`config.mk`:
```
export PLATFORM = sky130hd
export DESIGN_NAME = pflink_rx_framer
export DESIGN_NICKNAME = d
export VERILOG_FILES = /design/src/rtl/pflink_rx_framer.sv
export SDC_FILE = /design/constraint.sdc
export NUM_CORES = 1
export LEC_CHECK = 0
export ABC_AREA = 1
export CAP_MARGIN = 25
export CORE_UTILIZATION = 40
export CTS_CLUSTER_SIZE = 12
export DETAILED_ROUTE_END_ITERATION = 8
export GPL_TIMING_DRIVEN = 1
export PLACE_DENSITY = 0.69
export SLEW_MARGIN = 20
export SYNTH_ARGS = -nofsm -noshare
export SYNTH_HDL_FRONTEND = slang
export SYNTH_SLANG_ARGS = --single-unit
export TNS_END_PERCENT = 20
```
`constraint.sdc`:
```
create_clock -name clk_link -period 4.8 [get_ports clk_link]
set_input_delay 0.72 -clock clk_link [delete_from_list [all_inputs] [get_ports clk_link]]
set_output_delay 0.72 -clock clk_link [all_outputs]
set_load 0.05 [all_outputs]
```
`src/rtl/pflink_rx_framer.sv`:
```
// rtl/pflink_rx_framer.sv - PF link receive frame extractor with checksum verification and frame counters
module pflink_rx_framer #(
    parameter int MAX_LEN = 255,
    parameter int CNT_W   = 16
) (
    input  logic             clk_link,
    input  logic             reset,
    input  logic [31:0]      rx_d,
    input  logic [3:0]       rx_k,
    input  logic             rx_v,
    input  logic             counter_reset,
    output logic [31:0]      out_d,
    output logic             out_v,
    output logic             out_sof,
    output logic             out_eof,
    output logic [7:0]       out_type,
    output logic             frame_done,
    output logic             frame_bad,
    output logic [1:0]       err_code,
    output logic [CNT_W-1:0] count_ok,
    output logic [CNT_W-1:0] count_bad
);

    typedef enum logic [1:0] {
        HUNT    = 2'd0,
        PAYLOAD = 2'd1,
        CHECK   = 2'd2
    } state_t;

    localparam logic [15:0] MAX_LEN_W = 16'(MAX_LEN);

    state_t      state, state_n;
    logic [15:0] rem, rem_n;
    logic [31:0] sum, sum_n;
    logic        first, first_n;

    logic [31:0] out_d_n;
    logic        out_v_n, out_sof_n, out_eof_n;
    logic [7:0]  out_type_n;
    logic        done_n, bad_n;
    logic [1:0]  err_n;
    logic        ok_inc, bad_abort, bad_hdr, take_hdr;
    logic [1:0]  bad_inc;

    logic        is_sof, is_fill, is_data, hdr_ok;
    logic [15:0] hdr_len;

    assign is_sof  = rx_v && (rx_k == 4'b0001) && (rx_d[7:0] == 8'hBC);
    assign is_fill = rx_v && (rx_k == 4'hF);
    assign is_data = rx_v && (rx_k == 4'h0);
    assign hdr_len = rx_d[31:16];
    assign hdr_ok  = (hdr_len != 16'd0) && (hdr_len <= MAX_LEN_W);
    assign bad_inc = {1'b0, bad_abort} + {1'b0, bad_hdr};

    function automatic logic [CNT_W-1:0] sat_add(input logic [CNT_W-1:0] c, input logic [1:0] inc);
        logic [CNT_W:0] s;
        s = {1'b0, c} + {{(CNT_W-1){1'b0}}, inc};
        sat_add = s[CNT_W] ? '1 : s[CNT_W-1:0];
    endfunction

    always_comb begin
        state_n    = state;
        rem_n      = rem;
        sum_n      = sum;
        first_n    = first;
        out_d_n    = out_d;
        out_v_n    = 1'b0;
        out_sof_n  = 1'b0;
        out_eof_n  = 1'b0;
        out_type_n = out_type;
        done_n     = 1'b0;
        bad_n      = 1'b0;
        err_n      = 2'd0;
        ok_inc     = 1'b0;
        bad_abort  = 1'b0;
        bad_hdr    = 1'b0;
        take_hdr   = 1'b0;

        case (state)
            HUNT: begin
                take_hdr = is_sof;
            end
            PAYLOAD, CHECK: begin
                if (is_sof) begin
                    // Abort the open frame, then reuse this word as the next header
                    done_n    = 1'b1;
                    bad_n     = 1'b1;
                    err_n     = 2'd3;
                    bad_abort = 1'b1;
                    take_hdr  = 1'b1;
                end else if (!is_fill && !is_data) begin
                    done_n    = 1'b1;
                    bad_n     = 1'b1;
                    err_n     = 2'd2;
                    bad_abort = 1'b1;
                    state_n   = HUNT;
                end else if (is_data && state == PAYLOAD) begin
                    out_d_n   = rx_d;
                    out_v_n   = 1'b1;
                    out_sof_n = first;
                    out_eof_n = (rem == 16'd1);
                    first_n   = 1'b0;
                    sum_n     = sum + rx_d;
                    rem_n     = rem - 16'd1;
                    if (rem == 16'd1) state_n = CHECK;
                end else if (is_data) begin
                    done_n    = 1'b1;
                    state_n   = HUNT;
                    if (rx_d == sum) begin
                        ok_inc = 1'b1;
                    end else begin
                        bad_n     = 1'b1;
                        err_n     = 2'd1;
                        bad_abort = 1'b1;
                    end
                end
            end
            default: state_n = HUNT;
        endcase

        if (take_hdr) begin
            if (hdr_ok) begin
                out_type_n = rx_d[15:8];
                rem_n      = hdr_len;
                sum_n      = 32'd0;
                first_n    = 1'b1;
                state_n    = PAYLOAD;
            end else begin
                bad_hdr = 1'b1;
                state_n = HUNT;
            end
        end
    end

    always_ff @(posedge clk_link or posedge reset) begin
        if (reset) begin
            state      <= HUNT;
            rem        <= 16'd0;
            sum        <= 32'd0;
            first      <= 1'b0;
            out_d      <= 32'd0;
            out_v      <= 1'b0;
            out_sof    <= 1'b0;
            out_eof    <= 1'b0;
            out_type   <= 8'd0;
            frame_done <= 1'b0;
            frame_bad  <= 1'b0;
            err_code   <= 2'd0;
            count_ok   <= '0;
            count_bad  <= '0;
        end else begin
            state      <= state_n;
            rem        <= rem_n;
            sum        <= sum_n;
            first      <= first_n;
            out_d      <= out_d_n;
            out_v      <= out_v_n;
            out_sof    <= out_sof_n;
            out_eof    <= out_eof_n;
            out_type   <= out_type_n;
            frame_done <= done_n;
            frame_bad  <= bad_n;
            err_code   <= err_n;
            if (counter_reset) begin
                count_ok  <= '0;
                count_bad <= '0;
            end else begin
                count_ok  <= sat_add(count_ok, {1'b0, ok_inc});
                count_bad <= sat_add(count_bad, bad_inc);
            end
        end
    end

endmodule

```
Word-level counts from Yosys, hierarchy flattened
Cells that the tools add are included.
- bits in registers: 130
- bits of input ports: 40
- output and inout port bits: 79
- word-level logic and storage cells: 118
- add/subtract/negate cells: 5
- order comparisons: 1
- equality and inequality tests: 11
- mux-type cells: 69
- bitwise gates (word level): 2
- reduce and logical (&&, ||, !) cells: 16
- operators with widths (cell ; number):
    32-bit 2-to-1 mux ; 6
    16-bit 2-to-1 mux ; 10
    1-bit 2-to-1 mux ; 42
    32-bit adder ; 1
    32-bit equality test ; 1
    2-bit 2-to-1 mux ; 9
    16-bit by 1-bit adder with 17-bit output ; 1
    16-bit by 2-bit adder with 17-bit output ; 1
    16-bit by 1-bit equality test with 1-bit output (second input constant) ; 1
    16-bit by 8-bit less-or-equal comparator with 1-bit output (second input constant) ; 1
    16-bit nonzero test ; 1
    16-bit by 1-bit subtractor with 16-bit output (second input constant) ; 1
    5-bit inequality test (second input constant) ; 2
    8-bit equality test (second input constant) ; 1
    4-bit AND reduction ; 2
    1-bit logical AND ; 7
    4-bit by 1-bit equality test with 1-bit output (second input constant) ; 1
    4-bit equality test (second input constant) ; 1
    4-bit logical NOT ; 1
    2-bit one-hot mux with 2 select lines ; 1
    3-bit inequality test (second input constant) ; 1
    1-bit by 1-bit adder with 2-bit output ; 1
    2-bit by 1-bit equality test with 1-bit output (second input constant) ; 1
    2-bit equality test (second input constant) ; 1
    other kinds (7) ; 9

Longest topological paths before layout
- word-level depth: 11
- mapped depth: 18
- gate-level depth less buffers: 18

Worst setup path before layout
Ideal clock, no wire load.
- kind: input-to-reg
- start point: in rx_d[5]
- end point: reg count_bad[15]
- library setup time: 117 ps
- arrival time: 3217 ps
- required time: 4683 ps
- setup slack: 1466 ps
- stages on the path: 17
- path buffers: 1
- path through: ha_1 nor4_1 nand2_1 nor3_1 nand2_1 nand2_1 a21oi_1 fa_1 ha_1 nand3_1 nand3b_1 nor2_2 nand4_1 buf_2 nand2_1 o21ai_1 inv_1
- word-level cells in the longest chain between the ends: 11
- elaborated cells between the ends (all ways): 16
- classes of those cells: 2 x add/sub; 2 x eq/ne; 11 x mux; 1 x reduce/logical
- RTL lines (item ; RTL line ; text):
    from (decl) ; 8 ; input logic [31:0] rx_d,
    32-bit equality test ; 109 ; if (rx_d == sum) begin
    1-bit 2-to-1 mux ; 109 ;
    1-bit 2-to-1 mux ; 106 ; end else if (is_data) begin
    1-bit 2-to-1 mux ; 97 ; end else if (is_data && state == PAYLOAD) begin
    1-bit 2-to-1 mux ; 91 ; end else if (!is_fill && !is_data) begin
    1-bit 2-to-1 mux * ; 84 ; if (is_sof) begin
    1-bit 2-to-1 mux * ; 79 ; case (state)
    net bad_abort ; 42 ; logic ok_inc, bad_abort, bad_hdr, take_hdr;
    1-bit by 1-bit adder with 2-bit output * ; 53 ; assign bad_inc = {1'b0, bad_abort} + {1'b0, bad_hdr};
    16-bit by 2-bit adder with 17-bit output * ; 57 ; s = {1'b0, c} + {{(CNT_W-1){1'b0}}, inc};
    16-bit 2-to-1 mux * ; 58 ; sat_add = s[CNT_W] ? '1 : s[CNT_W-1:0];
    16-bit 2-to-1 mux * ; 164 ; if (counter_reset) begin
    to (signal assigned) ; 169 ; count_bad <= sat_add(count_bad, bad_inc);
    to (decl) ; 21 ; output logic [CNT_W-1:0] count_bad
Mark *: on every way through the listed nets, which the timed path passes. The rest lies on a longest branch.
A chain may end at the register's enable or synchronous reset.

Worst setup path in the final report
- start point: in rx_d[21]
- end point: reg count_bad[13]
- word-level cells in the longest chain between the ends: 11
- elaborated cells between the ends (all ways): 16
- classes of those cells: 2 x add/sub; 1 x order compare; 1 x eq/ne; 10 x mux; 2 x reduce/logical
- RTL lines (item ; RTL line):
    32-bit equality test ; 109
    1-bit 2-to-1 mux ; 109
    1-bit 2-to-1 mux ; 106
    1-bit 2-to-1 mux ; 97
    1-bit 2-to-1 mux ; 91
    1-bit 2-to-1 mux ; 84
    1-bit 2-to-1 mux ; 79
    net bad_abort ; 42
    1-bit by 1-bit adder with 2-bit output ; 53
    16-bit by 2-bit adder with 17-bit output ; 57
    16-bit 2-to-1 mux ; 58
    16-bit 2-to-1 mux ; 164
The timed path passes the listed nets, and every way through them passes these cells.

==> flow_summary_export.csv <==
group,metric,value,unit
clock_network,clk_latency,0.42,ns
timing,hold_violations,0,
power,p_seq_frac,0.414,
place,hpwl,16800,µm
synth,synth_seq_cells,130,
power,combPwrFrac,0.083,
cells_and_area,n_antenna_cell,0,
power,power.internal,2030,µW
cells_and_area,fill_cells,2016,
worst_setup_path,timing.rr.start,"sum[25]",
power,p_clk_frac,0.503,
power,leakage,0.00558,µW
cells_and_area,layout-drive-gt1-share,0.0419,
place,dpl_cell_area,9840,µm²
global_routing,track_usage,0.218,
synth,ys_types,40,
synth,synth_compound_area_frac,0.0865,
worst_setup_path,startpoint,"rx_d[21]",
power,total_power,2680,µW
floorplanning,initial_utilization,0.411,
floorplanning,core,20400,µm²
clock_network,hold_buffers,0,
cells_and_area,syn_to_final_growth,24.9,%
floorplanning,die_y,147,µm
timing,tightest_slew,0.995,ns
floorplanning,dieArea,21600,µm²
worst_setup_path,cp.arrival,4.11,ns
synth,ys_warn_count,0,
power,peakVddDrop,0.223,mV
worst_setup_path,crit_top_cell,"nand2_1",
worst_setup_path,worstPathRequired,5.11,ns
synth,synthArstFlopShare,1.00,
cells_and_area,fin_area,10500,µm²
synth,synth_mux_area_frac,0,
timing,tns,0,ns
clock_network,ctsHtreeMaxLevel,4,
clock_network,clock-sinks,130,
routing,drt_iter0_markers,447,
synth,synth_adder_area_share,0.0629,
min_path,min_path_type,"reg2reg",
routing,via_per_inst,4.84,
cells_and_area,stdcell_count,1606,
min_path,hp-start,"out_d[5]",
worst_setup_path,crit_family,"simple AND/OR/NAND/NOR gates",
floorplanning,io_pins,119,
global_routing,grt_max_degree,108,
timing,period_share,0.792,
routing,routed_wl,22400,µm
power,power.density,255,nW/µm²
global_routing,grt_overflow_total,0,
global_routing,grt_pass1_wl,36900,µm
clock_network,cts_buffer_depth,2,
timing,fmax,0.263,GHz
clock_network,ctsResizeCount,0,
timing,finalCriticalPeriod,3.80,ns
clock_network,cts_tree,"built",
synth,synth_edf_count,0,
timing,setup_viol,0,
timing,maxSlewHeadroom,0.335,
clock_network,root_buffer,"clkbuf_16",
clock_network,postCtsSetupBuffers,0,
synth,synth.avg_cell_area,6.97,µm²
routing,drcViolationCount,0,
global_routing,antenna_found_initial,0,
worst_setup_path,critPathBufInv,3,
clock_network,cts.clk_slew.worst_paths,0.06,ns
synth,synth_top_family_by_area,"simple AND/OR/NAND/NOR gates",
worst_setup_path,path_cells,"clkdlybuf4s50_1 -> ha_1 -> nor4_1 -> nand2_1 -> nor2_1 -> nand2_1 -> nand2_1 -> a21oi_1 -> fa_1 -> ha_1 -> nand3_1 -> nand3b_1 -> nor2_2 -> nand4_1 -> inv_1 -> o21ai_0 -> inv_1",
routing,wl_per_cell,13.9,µm
floorplanning,die_w,147,µm
worst_setup_path,critPathMaxFanout,6,
routing,num_vias,7767,
synth,synth_xor_area_frac,0.0459,
worst_setup_path,cp_slowest_cell,"clkdlybuf4s50_1",
place,gp_congestion,0.943,
place,dp_slack,0.603,ns
worst_setup_path,worstSetupPathType,"in2reg",
synth,synth_fp_nets,1285,
place,placed_cells,1574,
place,numPortBuffers,118,
worst_setup_path,cp-start-kind,"input pin",
timing,rsz0062_at_grt,"no",
power,p_sw,649,µW
clock_network,cts_buffers,17,
worst_setup_path,cp_slowest_stage_delay,0.48,ns
timing,setup_ws,1.00,ns
cells_and_area,final_nets,1405,
timing,skew,0.00811,ns
routing,first_pass_iters,8,
synth,synthFlopType,"dfrtp_1",
global_routing,grt_pass1_vias,7335,
power,switching_share,0.242,
timing,slew_violations,0,
run,max-cap-violations,0,
floorplanning,rows,52,
synth,postSynthCellCount,1204,
synth,synth_seq_area_share,0.388,
outcome,status,"finished clean",
synth,synth-simple-area-share,0.308,
worst_setup_path,crit_path_end_kind,"flop",
routing,drtAntennaViolNets,0,
synth,synth_area,8390,µm²
cell families after synthesis:
group                    Yosys count
AO/OA/AOI/OAI                    140
adder cells (fa/ha/maj)           41
flip-flops                       130
XOR/XNOR                          44
AND/OR/NAND/NOR                  614
buffers and inverters            235
cells in the final DEF, fill, tap and decap left out, types with 5 or more instances in the layout:
cell type	n
nor3_1	16
xnor2_1	19
nor2_1	145
nand4_1	18
nand3_1	62
clkbuf_16	17
buf_4	7
a21oi_1	56
nor4_1	5
dfrtp_1	130
ha_1	39
inv_1	208
clkdlybuf4s50_1	118
xor2_1	25
nand2_1	344
o21ai_0	70
synth_stat cells (5+ instances only):
cell      instances  area (µm²)
dfrtp_1         130        3250
clkbuf_1         11        41.3
nand4_1          18         113
nand2_1         344        1290
a21oi_1          56         280
nor2_1          145         544
o21ai_0          70         350
nand3_1          62         310
xor2_1           25         219
ha_1             39         488
nor4_1            5        31.3
buf_2            11        55.1
nor3_1           16        80.1
inv_1           209         785
xnor2_1          19         166
per-stage QoR:
stage | hold WS, ns | util
final | 0.480 | 0.513
after global routing | 0.498 | 0.513
after CTS | 0.482 | 0.511
after detailed placement | 0.465 | 0.482
after global placement | 0.464 | 0.482
after floorplan | 0.457 | -
flip-flops by register name, summed over array words and instances, names as in the netlist:
signal / cells
out_d: 32
first: 1
out_v: 1
out_type: 8
frame_bad: 1
count_ok: 16
out_sof: 1
sum: 32
rem: 16
count_bad: 16
out_eof: 1
state: 2
err_code: 2
frame_done: 1
routing by layer:
layer	up-vias	wire, µm	global-route usage
met5	-	0	0
met4	0	449	0.0714
met3	31	1060	0.0373
met2	192	10300	0.350
met1	3554	10600	0.297
li1	3990	-	-
power by group through the flow:
stage          logic, µW  clock network [µW]  registers, µW
6_report             222                1350           1110
5_1_grt              249                1420           1110
4_1_cts              221                1380           1110
3_5_place_dp         219                   0           1130
3_3_place_gp         218                   0           1130
2_1_floorplan        124                   0           1130
final timing paths:
kind                                  to  slack (ns)  depth (start not counted)
setup / recovery           count_bad[13]        1.00                         17
hold / removal                  out_d[5]        0.48                          2
setup reg to reg           count_bad[13]        1.40                         16
hold reg to reg                 out_d[5]        0.48                          2
max in group asynchronous        sum[21]        3.48                          3
min in group asynchronous    err_code[1]        0.64                          2
area by class of cell:
type                    count  area (µm²)  share of cell area
multi-input cells         839        4220               0.403
flip-flops and latches    130        3250               0.311
repair buffers            126        1260               0.120
inverters                 210         793              0.0757
clock buffers              20         457              0.0436
well taps                 270         338              0.0322
clock inverters            11         153              0.0146
worst min-delay path, cell delays in order (launching register included):
cell,delay (ns)
dfrtp_1,0.34
nand2_1,0.05
nand2_1,0.05
Power figures use the tool's default switching activity.
